===== config.mk =====
export PLATFORM = sky130hd
export DESIGN_NAME = instruction_fetch_unit
export DESIGN_NICKNAME = d
export VERILOG_FILES = /design/src/rtl/instruction_fetch_unit_pkg.sv /design/src/rtl/instruction_fetch_unit_if_id_register.sv /design/src/rtl/instruction_fetch_unit.sv
export SDC_FILE = /design/constraint.sdc
export NUM_CORES = 1
export LEC_CHECK = 0
export ABC_AREA = 1
export CORE_MARGIN = 2
export CORE_UTILIZATION = 52
export DETAILED_ROUTE_END_ITERATION = 10
export MAX_ROUTING_LAYER = met4
export PLACE_DENSITY = 0.81
export SYNTH_ARGS = -nofsm -noshare
export SYNTH_HDL_FRONTEND = slang
export SYNTH_SLANG_ARGS = --single-unit

===== constraint.sdc =====
create_clock -name clk_i -period 2 [get_ports clk_i]
set_input_delay 0.4 -clock clk_i [delete_from_list [all_inputs] [get_ports clk_i]]
set_output_delay 0.4 -clock clk_i [all_outputs]
set_load 0.02 [all_outputs]

===== src/rtl/instruction_fetch_unit_pkg.sv =====
// Shared definitions for the IF stage: FSM encoding, default constants and
// small PC helper functions used by the fetch unit and its IF/ID register.
package instruction_fetch_unit_pkg;

    // Fetch FSM states.
    // S_REQ  : a request is being offered to instruction memory
    // S_WAIT : one request accepted, waiting for its response
    // S_HOLD : response captured in the hold buffer while ID is stalled
    // S_DROP : the outstanding response belongs to a killed path
    typedef enum logic [1:0] {
        S_REQ  = 2'd0,
        S_WAIT = 2'd1,
        S_HOLD = 2'd2,
        S_DROP = 2'd3
    } fetch_state_t;

    // Default first fetch address after reset.
    localparam logic [31:0] DEFAULT_RESET_PC  = 32'h0000_0000;

    // Bubble instruction: ADDI x0,x0,0.
    localparam logic [31:0] DEFAULT_NOP_INSTR = 32'h0000_0013;

    // Width of the instruction word and of the program counter.
    localparam int unsigned XLEN = 32;

    // Sequential fetch address; wraps modulo 2^32.
    function automatic logic [31:0] next_fetch_pc(input logic [31:0] pc);
        return pc + 32'd4;
    endfunction

    // Force a word-aligned address by clearing the two low bits.
    function automatic logic [31:0] word_align(input logic [31:0] addr);
        return {addr[31:2], 2'b00};
    endfunction

    // True when an address is not a multiple of four.
    function automatic logic is_misaligned(input logic [31:0] addr);
        return (addr[1:0] != 2'b00);
    endfunction

endpackage


===== src/rtl/instruction_fetch_unit_if_id_register.sv =====
// IF/ID pipeline register plus a one-entry hold buffer. The hold buffer
// catches a fetched word that arrives while the ID stage is stalled so the
// memory response is never lost.
module if_id_register
    import instruction_fetch_unit_pkg::*;
#(
    parameter logic [31:0] NOP_INSTR = DEFAULT_NOP_INSTR
) (
    input  logic        clk,
    input  logic        rst,
    input  logic        flush,
    input  logic        stall,
    input  logic        load,
    input  logic        hold_write,
    input  logic        hold_release,
    input  logic [31:0] rsp_instr,
    input  logic [31:0] rsp_pc,
    output logic [31:0] id_instruction,
    output logic [31:0] id_pc,
    output logic        id_valid
);

    logic [31:0] hold_instr;
    logic [31:0] hold_pc;
    logic        hold_valid;

    // ID register and hold buffer update; flush beats stall, a direct load
    // beats draining the buffer, and an idle unstalled cycle inserts a bubble.
    always_ff @(posedge clk) begin
        if (rst) begin
            id_instruction <= NOP_INSTR;
            id_pc          <= 32'h0000_0000;
            id_valid       <= 1'b0;
            hold_instr     <= NOP_INSTR;
            hold_pc        <= 32'h0000_0000;
            hold_valid     <= 1'b0;
        end else if (flush) begin
            id_instruction <= NOP_INSTR;
            id_valid       <= 1'b0;
            hold_valid     <= 1'b0;
        end else begin
            if (load) begin
                id_instruction <= rsp_instr;
                id_pc          <= rsp_pc;
                id_valid       <= 1'b1;
            end else if (hold_release && hold_valid) begin
                id_instruction <= hold_instr;
                id_pc          <= hold_pc;
                id_valid       <= 1'b1;
                hold_valid     <= 1'b0;
            end else if (!stall) begin
                id_instruction <= NOP_INSTR;
                id_valid       <= 1'b0;
            end

            if (hold_write) begin
                hold_instr <= rsp_instr;
                hold_pc    <= rsp_pc;
                hold_valid <= 1'b1;
            end
        end
    end

endmodule


===== src/rtl/instruction_fetch_unit.sv =====
// IF stage of the pipelined RV32I core: owns the PC, the instruction memory
// request/response handshake (one request outstanding at most), redirect
// handling with response dropping, and feeds the IF/ID register.
module instruction_fetch_unit
    import instruction_fetch_unit_pkg::*;
#(
    parameter logic [31:0] RESET_PC  = DEFAULT_RESET_PC,
    parameter logic [31:0] NOP_INSTR = DEFAULT_NOP_INSTR
) (
    input  logic        clk_i,
    input  logic        rst_i,
    output logic        Imem_req_valid_o,
    input  logic        Imem_req_ready_i,
    output logic [31:0] Imem_addr_o,
    input  logic        Imem_rsp_valid_i,
    input  logic [31:0] Imem_rsp_data_i,
    input  logic        Redirect_en_i,
    input  logic [31:0] Redirect_pc_i,
    input  logic        Stall_i,
    output logic [31:0] ID_Instruction_o,
    output logic [31:0] ID_PC_o,
    output logic        ID_Valid_o,
    output logic        Misalign_o
);

    fetch_state_t state;
    logic [31:0]  pc;
    logic [31:0]  req_pc;
    logic         misalign_q;

    logic         id_load;
    logic         id_hold_write;
    logic         id_hold_release;
    logic         req_fire;

    // The request is only offered in S_REQ and is squashed during reset.
    assign Imem_req_valid_o = (state == S_REQ) && !rst_i;
    assign Imem_addr_o      = pc;
    assign Misalign_o       = misalign_q;
    assign req_fire         = Imem_req_valid_o && Imem_req_ready_i;

    // Decode how the IF/ID register should treat this cycle's response.
    always_comb begin
        id_load         = 1'b0;
        id_hold_write   = 1'b0;
        id_hold_release = 1'b0;
        if (!Redirect_en_i) begin
            case (state)
                S_WAIT: begin
                    if (Imem_rsp_valid_i) begin
                        if (Stall_i) begin
                            id_hold_write = 1'b1;
                        end else begin
                            id_load = 1'b1;
                        end
                    end
                end
                S_HOLD: begin
                    if (!Stall_i) begin
                        id_hold_release = 1'b1;
                    end
                end
                default: begin
                end
            endcase
        end
    end

    // Fetch FSM, PC and misalign pulse; a redirect overrides every state action.
    always_ff @(posedge clk_i) begin
        if (rst_i) begin
            state      <= S_REQ;
            pc         <= word_align(RESET_PC);
            req_pc     <= word_align(RESET_PC);
            misalign_q <= 1'b0;
        end else if (Redirect_en_i) begin
            pc         <= word_align(Redirect_pc_i);
            misalign_q <= is_misaligned(Redirect_pc_i);
            case (state)
                S_REQ:   state <= Imem_req_ready_i ? S_DROP : S_REQ;
                S_WAIT:  state <= Imem_rsp_valid_i ? S_REQ : S_DROP;
                S_HOLD:  state <= S_REQ;
                S_DROP:  state <= Imem_rsp_valid_i ? S_REQ : S_DROP;
                default: state <= S_REQ;
            endcase
        end else begin
            misalign_q <= 1'b0;
            case (state)
                S_REQ: begin
                    if (req_fire) begin
                        req_pc <= pc;
                        pc     <= next_fetch_pc(pc);
                        state  <= S_WAIT;
                    end
                end
                S_WAIT: begin
                    if (Imem_rsp_valid_i) begin
                        state <= Stall_i ? S_HOLD : S_REQ;
                    end
                end
                S_HOLD: begin
                    if (!Stall_i) begin
                        state <= S_REQ;
                    end
                end
                S_DROP: begin
                    if (Imem_rsp_valid_i) begin
                        state <= S_REQ;
                    end
                end
                default: state <= S_REQ;
            endcase
        end
    end

    if_id_register #(
        .NOP_INSTR(NOP_INSTR)
    ) u_if_id_register (
        .clk            (clk_i),
        .rst            (rst_i),
        .flush          (Redirect_en_i),
        .stall          (Stall_i),
        .load           (id_load),
        .hold_write     (id_hold_write),
        .hold_release   (id_hold_release),
        .rsp_instr      (Imem_rsp_data_i),
        .rsp_pc         (req_pc),
        .id_instruction (ID_Instruction_o),
        .id_pc          (ID_PC_o),
        .id_valid       (ID_Valid_o)
    );

    // A response may only arrive while a request is outstanding.
    rsp_only_when_outstanding: assert property (
        @(posedge clk_i) disable iff (rst_i)
        !(Imem_rsp_valid_i && (state == S_REQ || state == S_HOLD))
    );

    // Fetch addresses are always word aligned.
    fetch_addr_aligned: assert property (
        @(posedge clk_i) disable iff (rst_i)
        Imem_addr_o[1:0] == 2'b00
    );

endmodule


# --- Yosys cells after proc, flatten, opt, wreduce, memory -nomap -nowiden ---
# Index checks and enable logic that the tools add are counted.
totals:
  ff_bits: 197
  output_inout_bits: 99
  elab_cells: 76
classes:
  add_sub_neg: 1
  eq_ne: 9
  n_mux: 34
  n_bitwise: 1
  n_reduce_logical: 20
op_table:
  columns: ["cell", "count"]
  rows:
  - ["$mux W32", 8]
  - ["$add A32 B3 Y32 const B", 1]
  - ["$mux W1", 16]
  - ["$mux W2", 8]
  - ["$ne A3 B3 Y1 const B", 4]
  - ["$reduce_and A2 Y1", 5]
  - ["$reduce_bool A2 Y1", 5]
  - ["$pmux W2 S4", 1]
  - ["$pmux W2 S3", 1]
  - ["$reduce_or A2 Y1", 3]
  - ["$eq A2 B2 Y1 const B", 2]
  - ["$reduce_and A4 Y1", 1]
  - ["$logic_and A1 B1 Y1", 3]
  - ["$ne A3 B1 Y1 const B", 1]
  - ["$reduce_and A3 Y1", 1]
  - ["$eq A2 B1 Y1 const B", 1]
  - ["$logic_not A2 Y1", 1]
  - ["$ne A2 B1 Y1 const B", 1]
  - ["$logic_not A1 Y1", 1]
  - ["$not A1 Y1", 1]

# --- Logic depth before layout (Yosys ltp) ---
depth:
  ltp_word: 7
  depth_mapped: 11

# --- Cells and area by module ---
# From an unflattened synthesis, not the netlist that was laid out.
unflattened:
  hier_cells: 1434
  hier_area_um2: 9211.3
modules_own_cells:
  columns: ["mod", "instances", "cells_each", "area_each_um2", "seq_area_each_um2"]
  rows:
  - ["if_id_register", 1, 891, 5818.1, 2602.5]
  - ["instruction_fetch_unit", 1, 543, 3393.3, 1261.2]

# --- Worst setup path before layout ---
# Ideal clock, no wire load.
synth_timing:
  path_type: "register to register"
  start: "register pc[3], in the netlist Imem_addr_o[3]"
  end: "register pc[26], in the netlist Imem_addr_o[26]"
  setup_time_ns: 0.132
  arrival_ns: 1.522
  slack_ns: 0.346
  stages_incl_launch_ff: 11
  period_less_slack_ns: 1.654
  path_cell_list: "dfxtp_1 ha_1 nand2_1 nor2_4 nand2_1 nor2_1 nand2_1 nand2_1 nand3_1 nand2_1 a21oi_1"
synth_via:
  elab_chain_cells: 4
synth_rtl:
  columns: ["element", "line_no", "text"]
  rows:
  - ["from (decl)", "instruction_fetch_unit.sv:27", "logic [31:0] pc;"]
  - ["from (signal assigned)", "instruction_fetch_unit.sv:73", "pc <= word_align(RESET_PC);"]
  - ["from (signal assigned)", "instruction_fetch_unit.sv:77", "pc <= word_align(Redirect_pc_i);"]
  - ["from (signal assigned)", "instruction_fetch_unit.sv:92", "pc <= next_fetch_pc(pc);"]
  - ["$add A32 B3 Y32", "instruction_fetch_unit_pkg.sv:28", "return pc + 32'd4;"]
  - ["$mux W32", "instruction_fetch_unit.sv:90", "if (req_fire) begin"]
  - ["$mux W32", "instruction_fetch_unit.sv:88", "case (state)"]
  - ["$mux W32", "instruction_fetch_unit.sv:76", "end else if (Redirect_en_i) begin"]
# No other way between the ends. The select of a mux whose other input is x is not followed.
# A chain may end at the register's enable or synchronous reset.

# --- Worst setup path after layout ---
layout_timing:
  start: "register pc[14], in the netlist Imem_addr_o[14]"
  end: "output port Imem_addr_o[14]"
layout_lines:
  columns: ["element", "line_no", "text"]
  rows:
  - ["to (decl)", "instruction_fetch_unit.sv:14", "output logic [31:0] Imem_addr_o,"]
# No word-level cell between the ends.

==> impl_metrics.toml <==
[synthesis]
synth_xor_area_share_pct = 1.16
netlist_area_um2 = 8290
synthDistinctLibCells = 34
synth_compound_area_share_pct = 14.4
synth-simple-area-share_pct = 30.0
synth.area.mux_share_pct = 0
synth_cells = 1194
post_synth.cell_area_avg_um2 = 6.95
synth_top_family_by_area = "simple AND/OR/NAND/NOR gates"
synth_adder_area_share_pct = 0.151
synth-seq-cells = 189
yosysSeqAreaShare_pct = 45.6
ys.warnings.count = 0

[sta]
slew_violations = 0
holdWs_ns = 0.460
grt_setup_unrepaired = "false"
worst_pin_slew_ns = 0.515
max_slew_margin_pct = 65.7
fmax_mhz = 511
finalSetupViolCount = 0
skew_ns = 0.00842
timing.final.ws_setup_ns = 0.0445
finalHoldViolCount = 0
period_minus_slack_ns = 1.96
period_share_pct = 97.8

[final_layout]
final_util_pct = 69.0
synthToLayoutAreaGrowth_pct = 30.7
drive_gt1_share_pct = 6.51
seqCellArea_um2 = 3780
diodes = 0
multi_input_area_um2 = 3810
fillers = 1284
layout.cells.non_filler = 1568
layout_common_cells = "nand2_1 (315), dfxtp_1 (189), nor2_1 (184), clkdlybuf4s50_1 (158), o21ai_0 (147)"
layout.cells.most_common = "nand2_1"
layout.nets = 1410

[critical_path]
endpoint_kind = "output pin"
arrival_ns = 1.56
cp-start-kind = "flop"
critPathTopFamily = "buffers and inverters"
slowest_stage = "clkdlybuf4s50_1"
critical_path.max_fanout = 5
worst-path-buf-inv = 1
critPathRequiredTime_ns = 1.60
crit_type = "reg2out"
cpPeakStageDelay_ns = 0.66
crit_chain = "clkdlybuf4s50_1"

[routing]
drc = 0
drt_pass1_iterations = 5
viasPerCell = 5.21
drt.antenna.violating_nets = 0
via_count = 8168
drt_iter0_markers = 707
wire_per_inst_um = 14.6
wirelength_um = 22900

[place]
port_buffers = 164
pre_cts_ws_ns = -0.0374
dp_hpwl_um = 15200
dpl.cell_count = 1536
gp_congestion = 0.954

[grt]
grt_max_degree = 135
grt_pass1_vias = 7373
grt_overflow_total = 0
track_usage_pct = 27.8
grt_first_pass_wirelength_um = 36300
grt_antenna_before_repair = 0

[clock_tree]
cts-root-buf = "clkbuf_16"
cts_tree = "built"
worstSkewPairLatency_ns = 0.43
clk_pin_slew_ns = 0.07
cts_made_buffers = 17
clk_path_buf_depth = 2
cts.sinks = 189
htree_num_levels = 4
post_cts_buffers = 0
cts_hold_buf = 0

[power]
p_per_area_nw_per_um2 = 788
total_leakage_power_uw = 0.00457
peakVddDrop_mv = 0.660

[die]
dieArea_um2 = 17000
io_pins = 169
coreArea_um2 = 15700
initial_utilization_pct = 52.8
die_x_um = 130
chipHeight_um = 130
rows = 46

[job]
drv_cap = 0

[status]
status = "completed"

[worst_hold_path]
hold_class = "reg2reg"
[area by class of cell]
class,instances,area share [%]
clock inverter,13,1.73
multi-input combinational,859,35.2
clock buffer,19,4.08
inverter,74,2.58
timing repair buffer,198,19.1
sequential,189,34.9
tap,216,2.49
[path summary, 6_finish.rpt]
| path | slack [ns] | cells after the start | to | start |
|---|---|---|---|---|
| setup / recovery | 0.04 | 1 | Imem_addr_o[14] | Imem_addr_o[14] |
| hold / removal | 0.46 | 2 | u_if_id_register.hold_instr[4] | u_if_id_register.hold_instr[4] |
| setup reg to reg | 0.14 | 10 | Imem_addr_o[30] | Imem_addr_o[2] |
| hold reg to reg | 0.46 | 2 | u_if_id_register.hold_instr[4] | u_if_id_register.hold_instr[4] |
[flip-flops by register name, indices dropped and copies added, names as in the netlist]
signal and cells:
u_if_id_register.hold_instr 32, u_if_id_register.id_instruction 32, Imem_addr_o 30, req_pc 30, u_if_id_register.hold_pc 30, u_if_id_register.id_pc 30, state 2, Misalign_o 1
u_if_id_register.hold_valid 1, u_if_id_register.id_valid 1
[synth_stat cells]
master    count  area (um2)
clkbuf_1     33         124
clkinv_1      1        3.75
nor2_1      185         694
nand2_1     315        1180
buf_1         2        7.51
buf_2        18        90.1
conb_1        1        3.75
a311oi_1      1        8.76
and2_1        1        6.26
inv_1        66         248
nor2_4        6        67.6
ha_1          1        12.5
buf_4        10        75.1
o21ai_1      20         100
nor2_2        2        12.5
inv_4         1        6.26
o211ai_1      1        7.51
a21oi_1      59         295
o21bai_1      1        7.51
a21boi_0      1        7.51
nand2_2       3        18.8
a31oi_1       5        31.3
nor3_1        1        5.00
nand3_2       3        30.0
or2_0         1        6.26
nand3_1      89         445
o21ai_0     147         736
nand4_1       1        6.26
xnor2_1       2        17.5
nand3_4       1        17.5
xor2_1        9        78.8
buf_6        12         135
dfxtp_1     189        3780
inv_2         6        22.5
[layer usage]
layer	track usage (%)	vias to the layer above	wire length [um]
li1	-	4104	-
met1	37.4	3698	10300
met2	42.0	313	10400
met3	4.63	53	1560
met4	11.1	0	697
met5	-	-	0
[kinds of logic (layout without fill, tap and decap cells)]
group,after synthesis,count (layout)
simple gates,608,608
compound gates,235,235
flops,189,189
buf+inv,149,304
xor+xnor,11,11
fa+ha+maj,1,1
other cells,1,4
[through the flow]
| step | total power, uW | TNS (ns) | area (um2) |
|---|---|---|---|
| 6_report | 8540 | 0 | 10800 |
| 3_5_place_dp | 5000 | -0.0631 | 10200 |
| 4_1_cts | 8570 | 0 | 10800 |
| 2_1_floorplan | 4550 | 0 | 8310 |
| 3_3_place_gp | 4980 | -0.00657 | 10200 |
| 5_1_grt | 8830 | 0 | 10800 |
[power by group]
| part | total (uW) | switching, uW | internal (uW) | leakage, uW |
|---|---|---|---|---|
| sequential | 4010 | 124 | 3890 | 0.00153 |
| combinational | 913 | 507 | 405 | 0.00274 |
| clock | 3620 | 1480 | 2140 | 0.000300 |
[timing repair]
action,CTS,global route
endpoints found under the setup margin,2,4
resized for setup,2,4
gates cloned,0,0
pin swaps,0,0
(Power assumes the default switching activity.)
